## config.mk

```make
export PLATFORM = sky130hd
export DESIGN_NAME = i2c_bus_arbiter_flat
export DESIGN_NICKNAME = d
export VERILOG_FILES = /design/src/rtl/i2c_bus_arbiter_if.sv /design/src/rtl/i2c_bus_arbiter.sv /design/src/flat_wrapper.sv
export SDC_FILE = /design/constraint.sdc
export NUM_CORES = 1
export LEC_CHECK = 0
export ABC_AREA = 1
export BUFFER_PORTS_ARGS = -buffer_cell sky130_fd_sc_hd__clkbuf_2
export CAP_MARGIN = 10
export CORE_MARGIN = 5
export CORE_UTILIZATION = 45
export DETAILED_ROUTE_END_ITERATION = 16
export GPL_TIMING_DRIVEN = 0
export HOLD_SLACK_MARGIN = 0.15
export PLACE_DENSITY = 0.8
export SLEW_MARGIN = 15
export SYNTH_ARGS = -nofsm -noshare
export SYNTH_HDL_FRONTEND = slang
export SYNTH_SLANG_ARGS = --single-unit
export TNS_END_PERCENT = 1
```

## constraint.sdc

```tcl
create_clock -name i2c_clock -period 6.15 [get_ports i2c_clock]
set_input_delay 1.23 -clock i2c_clock [delete_from_list [all_inputs] [get_ports i2c_clock]]
set_output_delay 1.23 -clock i2c_clock [all_outputs]
set_load 0.02 [all_outputs]
```

## src/rtl/i2c_bus_arbiter_if.sv

```systemverilog
// rtl/i2c_bus_arbiter_if.sv - requester and driver-side signal bundle for i2c_bus_arbiter
interface i2c_bus_arbiter_if #(
  parameter int MAX_BYTES = 6
);
  localparam int NBW = $clog2(MAX_BYTES) + 1;
  localparam int DW  = 8 * MAX_BYTES;

  // requester side
  logic [1:0]     req;
  logic [1:0]     wr;
  logic [6:0]     dev0;
  logic [6:0]     dev1;
  logic [7:0]     addr0;
  logic [7:0]     addr1;
  logic [NBW-1:0] nbytes0;
  logic [NBW-1:0] nbytes1;
  logic [DW-1:0]  wdata0;
  logic [DW-1:0]  wdata1;
  logic [1:0]     ack;
  logic           err;
  logic [DW-1:0]  rdata;

  // low-level driver side
  logic           drv_disable;
  logic           drv_start;
  logic           drv_write;
  logic [6:0]     drv_dev;
  logic [7:0]     drv_addr;
  logic [NBW-1:0] drv_nbytes;
  logic [DW-1:0]  drv_wdata;
  logic           drv_done;
  logic [DW-1:0]  drv_rdata;

  // environment view: requesters plus the driver it controls
  modport master (
    output req, wr, dev0, dev1, addr0, addr1, nbytes0, nbytes1, wdata0, wdata1,
    output drv_done, drv_rdata,
    input  ack, err, rdata,
    input  drv_disable, drv_start, drv_write, drv_dev, drv_addr, drv_nbytes, drv_wdata
  );

  // arbiter view
  modport slave (
    input  req, wr, dev0, dev1, addr0, addr1, nbytes0, nbytes1, wdata0, wdata1,
    input  drv_done, drv_rdata,
    output ack, err, rdata,
    output drv_disable, drv_start, drv_write, drv_dev, drv_addr, drv_nbytes, drv_wdata
  );
endinterface

```

## src/rtl/i2c_bus_arbiter.sv

```systemverilog
// rtl/i2c_bus_arbiter.sv - two-port round-robin arbiter in front of a low-level I2C driver
module i2c_bus_arbiter #(
  parameter int MAX_BYTES      = 6,
  parameter int TIMEOUT_CYCLES = 4096
) (
  input logic              i2c_clock,
  input logic              rst,
  i2c_bus_arbiter_if.slave bus
);
  localparam int NBW = $clog2(MAX_BYTES) + 1;
  localparam int DW  = 8 * MAX_BYTES;
  localparam int TW  = $clog2(TIMEOUT_CYCLES) + 1;

  localparam logic [NBW-1:0] MAX_NB       = NBW'(MAX_BYTES);
  localparam logic [TW-1:0]  TIMEOUT_LAST = TW'(TIMEOUT_CYCLES - 1);

  typedef enum logic [1:0] {
    ST_IDLE  = 2'd0,
    ST_START = 2'd1,
    ST_WAIT  = 2'd2,
    ST_RESP  = 2'd3
  } state_t;

  state_t state;
  state_t state_nx;

  // granted port and round-robin history; last_served=1 makes port 0 win the first tie
  logic g;
  logic last_served;

  // latched command presented to the driver
  logic           cmd_write;
  logic [6:0]     cmd_dev;
  logic [7:0]     cmd_addr;
  logic [NBW-1:0] cmd_nbytes;
  logic [DW-1:0]  cmd_wdata;

  logic          err_q;
  logic [DW-1:0] rdata_q;
  logic [TW-1:0] tcount;

  // candidate winner and its request fields
  logic           winner;
  logic           win_write;
  logic [6:0]     win_dev;
  logic [7:0]     win_addr;
  logic [NBW-1:0] win_nbytes;
  logic [DW-1:0]  win_wdata;

  logic grant;
  logic reject;
  logic done_hit;
  logic timeout_hit;

  logic [1:0] ack_c;
  logic       err_c;
  logic       start_c;
  logic       disable_c;

  // round-robin pick: a lone requester wins, a tie goes to the port not served last
  always_comb begin
    winner = bus.req[1];
    if (bus.req == 2'b11) begin
      winner = ~last_served;
    end
    win_write  = winner ? bus.wr[1]   : bus.wr[0];
    win_dev    = winner ? bus.dev1    : bus.dev0;
    win_addr   = winner ? bus.addr1   : bus.addr0;
    win_nbytes = winner ? bus.nbytes1 : bus.nbytes0;
    win_wdata  = winner ? bus.wdata1  : bus.wdata0;
  end

  assign grant       = (state == ST_IDLE) && (bus.req != 2'b00);
  assign reject      = (win_nbytes > MAX_NB);
  assign done_hit    = (state == ST_WAIT) && bus.drv_done;
  assign timeout_hit = (state == ST_WAIT) && (tcount == TIMEOUT_LAST);

  // state register
  always_ff @(posedge i2c_clock or posedge rst) begin
    if (rst) begin
      state <= ST_IDLE;
    end else begin
      state <= state_nx;
    end
  end

  // next-state: oversize requests skip the driver entirely; done beats timeout
  always_comb begin
    state_nx = state;
    case (state)
      ST_IDLE: begin
        if (grant) begin
          state_nx = reject ? ST_RESP : ST_START;
        end
      end
      ST_START: state_nx = ST_WAIT;
      ST_WAIT: begin
        if (done_hit || timeout_hit) begin
          state_nx = ST_RESP;
        end
      end
      ST_RESP: state_nx = ST_IDLE;
      default: state_nx = ST_IDLE;
    endcase
  end

  // outputs decoded from state; driver runs only in START and WAIT
  always_comb begin
    ack_c     = 2'b00;
    err_c     = 1'b0;
    start_c   = 1'b0;
    disable_c = 1'b1;
    case (state)
      ST_START: begin
        start_c   = 1'b1;
        disable_c = 1'b0;
      end
      ST_WAIT: begin
        disable_c = 1'b0;
      end
      ST_RESP: begin
        ack_c = g ? 2'b10 : 2'b01;
        err_c = err_q;
      end
      default: begin
        ack_c = 2'b00;
      end
    endcase
  end

  // latch winner's command and update round-robin history on every grant
  always_ff @(posedge i2c_clock or posedge rst) begin
    if (rst) begin
      g           <= 1'b0;
      last_served <= 1'b1;
      cmd_write   <= 1'b0;
      cmd_dev     <= '0;
      cmd_addr    <= '0;
      cmd_nbytes  <= '0;
      cmd_wdata   <= '0;
    end else if (grant) begin
      g           <= winner;
      last_served <= winner;
      cmd_write   <= win_write;
      cmd_dev     <= win_dev;
      cmd_addr    <= win_addr;
      cmd_nbytes  <= win_nbytes;
      cmd_wdata   <= win_wdata;
    end
  end

  // timeout counter: zero on entry to WAIT, counts every WAIT cycle
  always_ff @(posedge i2c_clock or posedge rst) begin
    if (rst) begin
      tcount <= '0;
    end else if (state == ST_START) begin
      tcount <= '0;
    end else if (state == ST_WAIT) begin
      tcount <= tcount + 1'b1;
    end
  end

  // completion status and read data capture
  always_ff @(posedge i2c_clock or posedge rst) begin
    if (rst) begin
      err_q   <= 1'b0;
      rdata_q <= '0;
    end else begin
      if (grant) begin
        err_q <= reject;
      end else if (done_hit) begin
        err_q <= 1'b0;
        if (!cmd_write) begin
          rdata_q <= bus.drv_rdata;
        end
      end else if (timeout_hit) begin
        err_q <= 1'b1;
      end
    end
  end

  assign bus.ack         = ack_c;
  assign bus.err         = err_c;
  assign bus.rdata       = rdata_q;
  assign bus.drv_disable = disable_c;
  assign bus.drv_start   = start_c;
  assign bus.drv_write   = cmd_write;
  assign bus.drv_dev     = cmd_dev;
  assign bus.drv_addr    = cmd_addr;
  assign bus.drv_nbytes  = cmd_nbytes;
  assign bus.drv_wdata   = cmd_wdata;
endmodule

```

## src/flat_wrapper.sv

```systemverilog
// flat-port wrapper written by rule: the top's interface ports become plain ports
module i2c_bus_arbiter_flat 
#(
  parameter int MAX_BYTES      = 6,
  parameter int TIMEOUT_CYCLES = 4096
)
  (i2c_clock, rst, bus_req, bus_wr, bus_dev0, bus_dev1, bus_addr0, bus_addr1, bus_nbytes0, bus_nbytes1, bus_wdata0, bus_wdata1, bus_drv_done, bus_drv_rdata, bus_ack, bus_err, bus_rdata, bus_drv_disable, bus_drv_start, bus_drv_write, bus_drv_dev, bus_drv_addr, bus_drv_nbytes, bus_drv_wdata);
  i2c_bus_arbiter_if #(.MAX_BYTES(MAX_BYTES)) bus_i ();
  input logic i2c_clock;
  input logic rst;
  input wire logic [$bits(bus_i.req)-1:0] bus_req;
  input wire logic [$bits(bus_i.wr)-1:0] bus_wr;
  input wire logic [$bits(bus_i.dev0)-1:0] bus_dev0;
  input wire logic [$bits(bus_i.dev1)-1:0] bus_dev1;
  input wire logic [$bits(bus_i.addr0)-1:0] bus_addr0;
  input wire logic [$bits(bus_i.addr1)-1:0] bus_addr1;
  input wire logic [$bits(bus_i.nbytes0)-1:0] bus_nbytes0;
  input wire logic [$bits(bus_i.nbytes1)-1:0] bus_nbytes1;
  input wire logic [$bits(bus_i.wdata0)-1:0] bus_wdata0;
  input wire logic [$bits(bus_i.wdata1)-1:0] bus_wdata1;
  input wire logic [$bits(bus_i.drv_done)-1:0] bus_drv_done;
  input wire logic [$bits(bus_i.drv_rdata)-1:0] bus_drv_rdata;
  output wire logic [$bits(bus_i.ack)-1:0] bus_ack;
  output wire logic [$bits(bus_i.err)-1:0] bus_err;
  output wire logic [$bits(bus_i.rdata)-1:0] bus_rdata;
  output wire logic [$bits(bus_i.drv_disable)-1:0] bus_drv_disable;
  output wire logic [$bits(bus_i.drv_start)-1:0] bus_drv_start;
  output wire logic [$bits(bus_i.drv_write)-1:0] bus_drv_write;
  output wire logic [$bits(bus_i.drv_dev)-1:0] bus_drv_dev;
  output wire logic [$bits(bus_i.drv_addr)-1:0] bus_drv_addr;
  output wire logic [$bits(bus_i.drv_nbytes)-1:0] bus_drv_nbytes;
  output wire logic [$bits(bus_i.drv_wdata)-1:0] bus_drv_wdata;
  assign bus_i.req = bus_req;
  assign bus_i.wr = bus_wr;
  assign bus_i.dev0 = bus_dev0;
  assign bus_i.dev1 = bus_dev1;
  assign bus_i.addr0 = bus_addr0;
  assign bus_i.addr1 = bus_addr1;
  assign bus_i.nbytes0 = bus_nbytes0;
  assign bus_i.nbytes1 = bus_nbytes1;
  assign bus_i.wdata0 = bus_wdata0;
  assign bus_i.wdata1 = bus_wdata1;
  assign bus_i.drv_done = bus_drv_done;
  assign bus_i.drv_rdata = bus_drv_rdata;
  assign bus_ack = bus_i.ack;
  assign bus_err = bus_i.err;
  assign bus_rdata = bus_i.rdata;
  assign bus_drv_disable = bus_i.drv_disable;
  assign bus_drv_start = bus_i.drv_start;
  assign bus_drv_write = bus_i.drv_write;
  assign bus_drv_dev = bus_i.drv_dev;
  assign bus_drv_addr = bus_i.drv_addr;
  assign bus_drv_nbytes = bus_i.drv_nbytes;
  assign bus_drv_wdata = bus_i.drv_wdata;
  i2c_bus_arbiter #(.MAX_BYTES(MAX_BYTES), .TIMEOUT_CYCLES(TIMEOUT_CYCLES)) u_core (.i2c_clock(i2c_clock), .rst(rst), .bus(bus_i));
endmodule
```

Yosys cells after proc, flatten, opt, wreduce, memory -nomap -nowiden
Cells that the tools add are included.

Input bits: 189. Output and inout port bits: 121. Word-level logic and storage cells: 54. Bits in registers: 134.

Add/sub/neg operators: 1. Muxes and demuxes: 20. Reductions and logical operators: 11. Order comparisons: 1. Bitwise gates (word level): 3. Equal/unequal tests: 7.

Operator list (count): $mux W48 (1); $mux W13 (2); $add A13 B1 Y13 const B (1); $eq A13 B12 Y1 const B (1); $mux W2 (5); $mux W1 (8); $mux W8 (1); $pmux W2 S4 (1); $mux W7 (1); $eq A2 B2 Y1 const B (3); $gt A4 B3 Y1 const B (1); $mux W4 (1); $reduce_bool A2 Y1 (2); $logic_and A1 B1 Y1 (3); $not A1 Y1 (3); $reduce_and A3 Y1 (1); $reduce_bool A3 Y1 (1); $eq A2 B1 Y1 const B (1); $logic_not A2 Y1 (1); $ne A2 B1 Y1 const B (1); $ne A2 B2 Y1 const B (1); $reduce_and A2 Y1 (1); $reduce_or A2 Y1 (1); $logic_or A1 B1 Y1 (1).

Longest topological paths before layout
Gate-level depths: netlist of the first run.

Depth after elaboration: 7. Gate-level depth with buffers: 10.

Least setup slack after synthesis of the first run
No wires, ideal clock.

Path kind: input to register. From: in bus_req[1]. To: reg u_core.rdata_q[10], in the netlist u_core.bus.rdata[10]. Setup slack: 3.825 ns. Stages: 8. Arrival: 2.194 ns. Setup time: 0.130 ns. Path buffers: 2. Data required time: 6.020 ns. Cells stage by stage: o21ai_2 > inv_2 > nor2_2 > nand3_2 > buf_2 > buf_4 > nand2_1 > o21ai_1.

Cells in the longest elaborated chain, start to end: 4.

RTL lines: from (decl) (RTL line flat_wrapper.sv:11) `input wire logic [$bits(bus_i.req)-1:0] bus_req;`; $reduce_bool A2 Y1 (RTL line i2c_bus_arbiter.sv:73) `assign grant = (state == ST_IDLE) && (bus.req != 2'b00);`; $logic_and A1 B1 Y1 (RTL line i2c_bus_arbiter.sv:73); $not A1 Y1 (no line); $reduce_and A3 Y1 (no line); to (signal assigned) (RTL line i2c_bus_arbiter.sv:174) `rdata_q <= bus.drv_rdata;`; to (decl) (RTL line i2c_bus_arbiter.sv:39) `logic [DW-1:0] rdata_q;`.

No other way between the ends. A chain may end at the register's enable or synchronous reset.

Worst setup path in the final report of the first run
From: reg u_core.state[0]. To: out bus_drv_disable.

Cells in the longest elaborated chain, start to end: 3. Elaborated cells between the ends (all ways): 4.

RTL lines: from (decl) (RTL line i2c_bus_arbiter.sv:24) `state_t state;`; from (signal assigned) (RTL line i2c_bus_arbiter.sv:83) `state <= state_nx;`; $eq A2 B1 Y1 or $eq A2 B2 Y1 (tied branches) (RTL line i2c_bus_arbiter.sv:113) `case (state)`; $reduce_or A2 Y1 (no line) *; $mux W1 * (RTL line i2c_bus_arbiter.sv:113); to (decl) (RTL line flat_wrapper.sv:26) `output wire logic [$bits(bus_i.drv_disable)-1:0] bus_drv_disable;`.

Every way passes the cells marked *; elsewhere a longest branch is shown, timed or not.

==> results of run 1 <==
[state kept, by name (all words and copies together), names as in the netlist]
| register | flops |
|---|---|
| u_core.bus.drv_dev | 7 |
| u_core.bus.drv_wdata | 48 |
| u_core.last_served | 1 |
| u_core.bus.drv_addr | 8 |
| u_core.g | 1 |
| u_core.tcount | 13 |
| u_core.bus.rdata | 48 |
| u_core.state | 2 |
| u_core.bus.drv_nbytes | 4 |
| u_core.bus.drv_write | 1 |
| u_core.err_q | 1 |
[worst paths after layout]
path / start / end / slack (ns)
max reg2reg: u_core.state[0] / u_core.bus.rdata[35] / 3.95
max: u_core.state[0] / bus_drv_disable / 3.33
min in group asynchronous: rst / u_core.bus.rdata[35] / 0.85
max in group asynchronous: rst / u_core.bus.drv_wdata[32] / 4.63
min reg2reg: u_core.last_served / u_core.last_served / 0.47
min: u_core.last_served / u_core.last_served / 0.47
[power by group through the flow]
stage	Sequential (mW)	Clock, mW	Combinational (mW)
floorplan	1.94	0	0.717
global placement	1.51	0	1.83
detailed placement	1.52	0	1.87
CTS	1.52	0.969	1.88
global route	1.57	1.00	2.05
finish	1.52	0.959	1.85
[cells in the final DEF, fill, tap and decap left out, drive strengths merged, types with 5 or more instances in the layout]
master  instances
inv            73
nand3          14
nor3            6
nand2         168
ha              5
buf            13
clkbuf        361
dfrtp         133
nor2           90
o21ai         182
a21oi           8
[layout make-up]
| type | count | area share |
|---|---|---|
| sequential | 134 | 0.4043 |
| multi-input combinational | 481 | 0.2583 |
| timing repair buffer | 310 | 0.1897 |
| clock buffer | 25 | 0.06092 |
| inverter | 73 | 0.03393 |
| tap | 176 | 0.02654 |
| buffer | 39 | 0.02066 |
| clock inverter | 4 | 0.005428 |
| antenna | 1 | 0.0003016 |
[metrics by stage]
| stage | std cells | worst slack (ns) |
|---|---|---|
| 5_1_grt | 1243 | 3.260 |
| 6_report | 1243 | 3.329 |
| 3_5_place_dp | 1213 | 3.083 |
| 4_1_cts | 1242 | 3.326 |
| 2_1_floorplan | 727 | 1.339 |
| 3_3_place_gp | 1212 | -0.2388 |
[cells by family (layout without fill, tap and decap cells)]
logic type,count (synthesis),count (layout),synth area share
flops,134,134,0.5644
buf+inv,112,451,0.07495
compound gates,194,194,0.1648
other cells,0,1,0
fa+ha+maj,5,5,0.01053
simple gates,282,282,0.1853
[critical path, delay by kind of cell, from the launching register on]
kind	cells	cell delay [ns]
adder cells (fa/ha/maj)	1	0.33
buffers and inverters	3	0.45
flip-flops	1	0.38
[routing by layer]
| layer | vias to the layer above | routed length (um) | track usage |
|---|---|---|---|
| li1 | 2976 | - | - |
| met1 | 2768 | 7278 | 0.2758 |
| met2 | 259 | 9467 | 0.4249 |
| met3 | 56 | 1836 | 0.09520 |
| met4 | 0 | 722 | 0.1129 |
| met5 | - | 0 | 0 |
==> metrics.cfg, run 1 <==
[outcome]
status = finished clean

[logic_synthesis]
yosysMostFrequentCell = nand2_1
synth_edf_count = 0
synth.avg_cell_area_sq_um = 8.175
syn_inst = 727
ys_top_cells_by_count = nand2_1, o21ai_0, dfrtp_1
netlist_area_sq_mm = 0.005943
synth_flop_cell = dfrtp_1
yosysSeqAreaShare = 0.5644
synth_top_area_share = 0.5600
yosys_warnings = 0
synth_seq_cells = 134
synth_nets = 921
synth_top_area_cell = dfrtp_1
synth_area_leaders = dfrtp_1, o21ai_0, nand2_1
async_flop_share = 1.000
ys_types = 22

[power_and_ir_drop]
ir_drop_v = 0.0003054
seq_power_share = 0.351
power.share.clock = 0.222
p_sw_frac = 0.4267
p_comb_frac = 0.428
p_int_mw = 2.482
p_leak_nw = 4.586
p_total_mw = 4.329
p_sw_mw = 1.848
p_per_area_mw_per_mm2 = 521.7

[timing]
timing.fmax_mhz = 354.5
hold_slack_ns = 0.4722
period_needed_ns = 2.821
skew_ns = 0.006473
worst_pin_slew_ns = 0.5499
relSlewSlack = 0.6334
rsz0062_at_grt = false
finalSetupViolCount = 0
final_hold_viol_count = 0
finalSetupTns_ns = 0
post-route-period-util = 0.4587
slew_violations = 0

[global_route]
grt_pass1_vias = 6263
grt_overflow = 0
grt_max_degree = 72
antenna_found_initial = 1
grt_util_all_layers = 0.2487
grt_pass1_wl_mm = 31.18

[clock_network]
htreeDepth = 4
clock-sinks = 134
ctsResizeCount = 0
clock_latency_ns = 0.42
cts_tree = yes
cts-buffers-inserted = 17
cts_hold_repair.buffers = 0
root_buffer = clkbuf_16
max-clock-path-buffers = 2
post_cts_buffers = 0
path_clk_slew_ns = 0.06

[critical_path]
critical_path_class = register to output pin
cpMostUsedCell = inv_1
cpMaxStageDelayCell = dfrtp_1
startpoint_type = register
arrival_ns = 1.59
cp-end-kind = output pin
critical_path_required_ns = 4.92
crit_fanout = 5
rr_worst_depth = 10
crit_chain = inv_1 > ha_1 > inv_1 > clkbuf_2
cpPeakStageDelay_ns = 0.38

[floorplan]
die_width_um = 124.9
die_h_um = 124.9
initial_core_util = 0.4542
row_count = 42
dieArea_sq_mm = 0.01561
io_pins = 310
core_sq_mm = 0.01309

[route]
dr.pass1.iters = 6
drc = 0
vias = 6059
drtIter0Drc = 302
avgRoutedWirePerCell_um = 15.53
avgViaCountPerCell = 4.874
totalWireLength_mm = 19.30
drt.antenna.violating_nets = 0

[place]
place_area_sq_mm = 0.007745
place.gp.congestion = 0.8957
place_hpwl_mm = 14.97
portBuffers = 309

[cells_and_area]
finish.utilization = 0.6342
finalInstanceArea_sq_mm = 0.008298
areaGrowthSynthToFinish_pct = 39.62
seq_area_sq_mm = 0.003354
fillerInstances = 1141
multi_input_area_sq_mm = 0.002143
num-nets-final = 1250
layout-drive-gt1-share = 0.3330

[min_path]
hp-class = register to register
min_path_cells = 2

[run]
cap_violations = 0

(Power assumes the default switching activity.)
==> run 2: changes to the inputs <==
--- a/config.mk
+++ b/config.mk
@@ -9,11 +9,11 @@
 export BUFFER_PORTS_ARGS = -buffer_cell sky130_fd_sc_hd__clkbuf_2
 export CAP_MARGIN = 10
 export CORE_MARGIN = 5
-export CORE_UTILIZATION = 45
+export CORE_UTILIZATION = 41
 export DETAILED_ROUTE_END_ITERATION = 16
 export GPL_TIMING_DRIVEN = 0
 export HOLD_SLACK_MARGIN = 0.15
-export PLACE_DENSITY = 0.8
+export PLACE_DENSITY = 0.77
 export SLEW_MARGIN = 15
 export SYNTH_ARGS = -nofsm -noshare
 export SYNTH_HDL_FRONTEND = slang
==> constraint.sdc (replaced) <==
create_clock -name i2c_clock -period 2.3 [get_ports i2c_clock]
set_input_delay 0.46 -clock i2c_clock [delete_from_list [all_inputs] [get_ports i2c_clock]]
set_output_delay 0.46 -clock i2c_clock [all_outputs]
set_load 0.02 [all_outputs]
==> run 2 against run 1 <==
Clock skew increased by 0.0012 ns. Utilization decreased by 4.8 points. Final area increased by 1.4%. Critical path depth increased by 3. Worst setup slack got worse by 3.2 ns. Sequential power increased to 2.7 times the previous value. Clock power increased to 2.8 times the previous value. Sequential cell count unchanged. Sequential share of layout area decreased by 0.57 points. First-iteration DRC count decreased by 3.3%. Largest cell class unchanged.
==> metrics.cfg, run 2 (same netlist as run 1, synthesis figures left out) <==
[clock_network]
max-clock-path-buffers = 2
cts_tree = yes
cts-buffers-inserted = 17
clock-sinks = 134
clock_latency_ns = 0.42
root_buffer = clkbuf_16
htreeDepth = 4
path_clk_slew_ns = 0.06

[critical_path]
crit_fanout = 10
critical_path_required_ns = 2.63
crit_chain = inv_1 > ha_1 > o21ai_4 > inv_2 > clkbuf_1 > o21ai_0 > o21ai_0
cpMostUsedCell = o21ai_0
cp-end-kind = register
cpMaxStageDelayCell = clkbuf_1
worst_r2r_endpoint = u_core.bus.drv_wdata[45]
critical_path_class = register to register
r2r_start = u_core.state[0]
cpPeakStageDelay_ns = 0.41
arrival_ns = 2.47
rr_worst_depth = 7
crit_start = u_core.state[0]
startpoint_type = register
reg2reg_slack_ns = 0.17

[route]
drc = 0
drtIter0Drc = 292
avgViaCountPerCell = 4.795
drt.antenna.violating_nets = 0
vias = 6032
avgRoutedWirePerCell_um = 15.30
dr.pass1.iters = 4
totalWireLength_mm = 19.25

[min_path]
hp-start = bus_drv_rdata[11]
hp-class = input pin to register
min_path_cells = 3
whs_endpoint = u_core.bus.rdata[11]

[timing]
finalSetupTns_ns = 0
worst_pin_slew_ns = 0.4624
slew_violations = 0
final_hold_viol_count = 0
period_needed_ns = 2.134
timing.fmax_mhz = 468.6
rsz0062_at_grt = true
relSlewSlack = 0.6893
skew_ns = 0.007676
finalSetupViolCount = 0
layout_setup_ws_ns = 0.1662
post-route-period-util = 0.9277

[floorplan]
initial_core_util = 0.4136
row_count = 44
die_h_um = 130.4
die_width_um = 130.4
dieArea_sq_mm = 0.01700
core_sq_mm = 0.01437
io_pins = 310

[run]
cap_violations = 0

[global_route]
grt_util_all_layers = 0.2251
grt_pass1_vias = 6025
grt_overflow = 0
grt_pass1_wl_mm = 29.73
antenna_found_initial = 0
grt_max_degree = 36

[power_and_ir_drop]
ir_drop_v = 0.0005712
p_per_area_mw_per_mm2 = 1394
p_leak_nw = 4.616
p_total_mw = 11.74

[cells_and_area]
final_cell_mix = clkbuf_2, nand2_1, o21ai_0
num-nets-final = 1254
areaGrowthSynthToFinish_pct = 41.62
finish.utilization = 0.5858
fillerInstances = 1373
layout_commonest_cell = clkbuf_2
layout-drive-gt1-share = 0.3392

[place]
place.gp.congestion = 0.8419
portBuffers = 309
place_hpwl_mm = 15.03
dp_slack_ns = -0.008779

[outcome]
status = finished clean

## run 2: layout make-up
type	instances	area [sq um]	area share
Clock buffer	18	429.2	0.05099
Buffer	39	172.7	0.02051
Multi-Input combinational cell	481	2163	0.2570
Sequential cell	134	3354	0.3985
Tap cell	184	230.2	0.02735
Inverter	73	277.8	0.03300
Antenna cell	1	2.502	0.0002973
Clock inverter	14	150.1	0.01784
Timing Repair Buffer	314	1637	0.1944
## run 2: layer usage
layer | part of all wire | global-route usage
met1 | 0.40 | 0.2678
met2 | 0.49 | 0.3832
met3 | 0.097 | 0.08211
met4 | 0.017 | 0.06957
met5 | 0 | 0
## run 2: timing repair
| item | 4_1_cts | 5_1_grt |
|---|---|---|
| setup buffers | 0 | 0 |
| endpoints found under the hold margin | 14 | 0 |
| endpoints found under the setup margin | 0 | 58 |
| gates resized for setup | 0 | 5 |
| hold buffers | 1 | 0 |
## run 2: power breakdown
part	switching [mW]	leakage [nW]	total, mW	internal [mW]
registers	0.606	1.67	4.04	3.43
logic	3.38	2.67	5.00	1.62
clock network	1.09	0.277	2.70	1.61
## run 2: worst max-delay path by stage
stage / depth (start not counted) / end / slack, ns
after floorplan: 1 / u_core.bus.drv_addr[0] / 0.18
after global placement: 2 / u_core.bus.drv_dev[6] / -0.74
after detailed placement: 9 / u_core.bus.rdata[8] / -0.009
after CTS: 10 / u_core.bus.rdata[8] / 0.04
after global routing: 8 / u_core.bus.rdata[44] / -0.01
final: 7 / u_core.bus.drv_wdata[45] / 0.17
## run 2: worst max-delay path: cells and delay by family (launching register included)
family / cells / cell delay [ns]
buffers and inverters: 3 / 0.73
adders and majority gates: 1 / 0.32
DFF: 1 / 0.40
AOI/OAI and AO/OA: 3 / 0.59
## run 2: metrics by stage
| stage | area [sq um] | std cells | hold slack, ns |
|---|---|---|---|
| CTS | 8393 | 1257 | 0.2390 |
| detailed placement | 7804 | 1224 | 0.4638 |
| global placement | 7724 | 1220 | 0.4597 |
| global route | 8414 | 1257 | 0.2438 |
| finish | 8417 | 1258 | 0.2544 |
| floorplan | 5947 | 727 | 0.4473 |
==> run 3: changes to the inputs <==
--- a/config.mk
+++ b/config.mk
@@ -8,7 +8,7 @@
 export ABC_AREA = 1
 export BUFFER_PORTS_ARGS = -buffer_cell sky130_fd_sc_hd__clkbuf_2
 export CAP_MARGIN = 10
-export CORE_MARGIN = 5
+export CORE_MARGIN = 2
 export CORE_UTILIZATION = 41
 export DETAILED_ROUTE_END_ITERATION = 16
 export GPL_TIMING_DRIVEN = 0
==> constraint.sdc (replaced) <==
create_clock -name i2c_clock -period 2.3 [get_ports i2c_clock]
set_input_delay 0.115 -clock i2c_clock [delete_from_list [all_inputs] [get_ports i2c_clock]]
set_output_delay 0.115 -clock i2c_clock [all_outputs]
set_load 0.02 [all_outputs]
==> run 3 against run 2 <==
The flow now finishes with violations (negative setup slack). Fmax down 9.4%. Critical path type unchanged. Cell count up 14%. Non-clock buffer count up 185. Clock skew up 0.0025 ns. First-iteration DRC count up 110%. Sequential cell count unchanged. Hold slack worse by 0.054 ns. Global-route usage up 11 points. Largest power group unchanged. Register-to-register slack worse by 0.22 ns. Routed wire length up 34%. Largest cell class is now buffers.
==> metrics.cfg, run 3 (same netlist as run 1, synthesis figures left out) <==
[cells_and_area]
final_cell_mix = clkbuf_2, dlygate4sd3_1, nand2_1
multi_input_area_sq_mm = 0.002161
layout-drive-gt1-share = 0.2896
layout_commonest_cell = clkbuf_2
fillerInstances = 899
num-nets-final = 1439
seq_area_sq_mm = 0.003354
areaGrowthSynthToFinish_pct = 72.55

[power_and_ir_drop]
p_comb_frac = 0.454
p_per_area_mw_per_mm2 = 1209
p_sw_frac = 0.4481
p_sw_mw = 5.553
p_total_mw = 12.39
seq_power_share = 0.333
p_int_mw = 6.841
p_leak_nw = 5.383
ir_drop_v = 0.0008100
power.share.clock = 0.213

[critical_path]
crit_fanout = 10
critical_path_class = register to register
cp-end-kind = register
startpoint_type = register
arrival_ns = 2.65
critical_path_required_ns = 2.59

[timing]
finalSetupViolCount = 1
skew_ns = 0.01016
rsz0062_at_grt = true
post-route-period-util = 1.024
timing.fmax_mhz = 424.7
worst_pin_slew_ns = 0.5333
layout_setup_ws_ns = -0.05439
period_needed_ns = 2.354
relSlewSlack = 0.6417
final_hold_viol_count = 0
slew_violations = 0

[global_route]
antenna_found_initial = 2
grt_overflow = 0
grt_pass1_vias = 8141
grt_pass1_wl_mm = 40.80
grt_util_all_layers = 0.3310
grt_max_degree = 36

[clock_network]
root_buffer = clkbuf_16
clock-sinks = 134
clock_latency_ns = 0.42
htreeDepth = 4
cts-buffers-inserted = 17
cts_tree = yes
path_clk_slew_ns = 0.07
max-clock-path-buffers = 2

[floorplan]
core_sq_mm = 0.01404
die_h_um = 124.4
dieArea_sq_mm = 0.01547
initial_core_util = 0.4232
io_pins = 310
die_width_um = 124.4
row_count = 43

[route]
avgViaCountPerCell = 5.316
totalWireLength_mm = 25.86
wl_met1_mm = 8.832
top_layer = met4
drt.antenna.violating_nets = 0
wl_met3_mm = 2.423
drc = 0
vias = 7655
dr.pass1.iters = 6
avgRoutedWirePerCell_um = 17.95
wl_met2_mm = 12.60
drtIter0Drc = 613

[place]
place_hpwl_mm = 14.62
place.gp.congestion = 0.8863
dp_slack_ns = 0.04331
portBuffers = 309

[outcome]
violations = negative setup slack
status = finished with violations

[run]
cap_violations = 0

[min_path]
hp-class = input pin to register

==> run 3: changes by cell type in the layout (fill, tap and decap cells not counted), sizes merged <==
cell         previous run  this run
bufinv                  2         1
clkbuf                354       357
clkinv                  5         4
diode                   1         3
dlygate4sd3             1       186
inv                    76        74
==> run 3: routing by layer <==
metal	track usage	vias to the layer above
met3	0.09751	188
met4	0.2340	0
li1	-	3371
met1	0.3483	3508
met2	0.5657	588
met5	0	-
==> run 3: path summary, 6_finish.rpt <==
check | to | slack (ns) | start | depth (start not counted)
worst max-delay path | u_core.bus.drv_addr[7] | -0.05 | u_core.state[0] | 7
worst min-delay path | u_core.bus.drv_nbytes[3] | 0.20 | bus_nbytes0[3] | 3
worst max register to register | u_core.bus.drv_addr[7] | -0.05 | u_core.state[0] | 7
worst min register to register | u_core.last_served | 0.47 | u_core.last_served | 2
max in group asynchronous | u_core.last_served | 1.21 | rst | 5
min in group asynchronous | u_core.bus.rdata[32] | 0.26 | rst | 3
==> run 3: timing repair <==
item	4_1_cts	5_1_grt
resized for setup	0	5
hold buffers	186	0
buffers inserted	0	0
hold endpoints to repair	185	0
setup endpoints to repair	0	59
==> run 3: worst max-delay path, cell delays in order, from the launching register on <==
cell and delay, ns:
dfrtp_1 0.40, inv_1 0.11, ha_1 0.33, o21ai_4 0.16
inv_2 0.21, clkbuf_1 0.44, o21ai_0 0.23, o21ai_0 0.35
==> run 3: area by class of cell <==
| type | instances | area share |
|---|---|---|
| Sequential cell | 134 | 0.3271 |
| Antenna cell | 3 | 0.0007321 |
| Tap cell | 180 | 0.02196 |
| Buffer | 39 | 0.01684 |
| Timing Repair Buffer | 499 | 0.3402 |
| Clock inverter | 10 | 0.009517 |
| Multi-Input combinational cell | 481 | 0.2107 |
| Clock buffer | 21 | 0.04588 |
| Inverter | 73 | 0.02709 |
==> run 3: power by group through the flow <==
stage                     Clock (mW)  Combinational, mW  Sequential [mW]
after floorplan                    0               1.92             5.18
after CTS                       2.65               5.29             4.03
final                           2.64               5.63             4.13
after global routing            2.76               6.06             4.23
after detailed placement           0               5.03             4.04
after global placement             0               4.91             4.00
==> run 3: metrics by stage <==
stage          TNS [ns]  hold slack [ns]  utilization  instances  instance area [sq um]
2_1_floorplan         0           0.2482            -        727                   5947
3_3_place_gp     -46.09           0.3374       0.5497       1216                   7719
3_5_place_dp          0           0.1434       0.5554       1220                   7799
4_1_cts               0           0.1861       0.7284       1437                  10230
5_1_grt         -0.5295           0.2657       0.7301       1439                  10250
6_report       -0.05439           0.2009       0.7303       1440                  10250
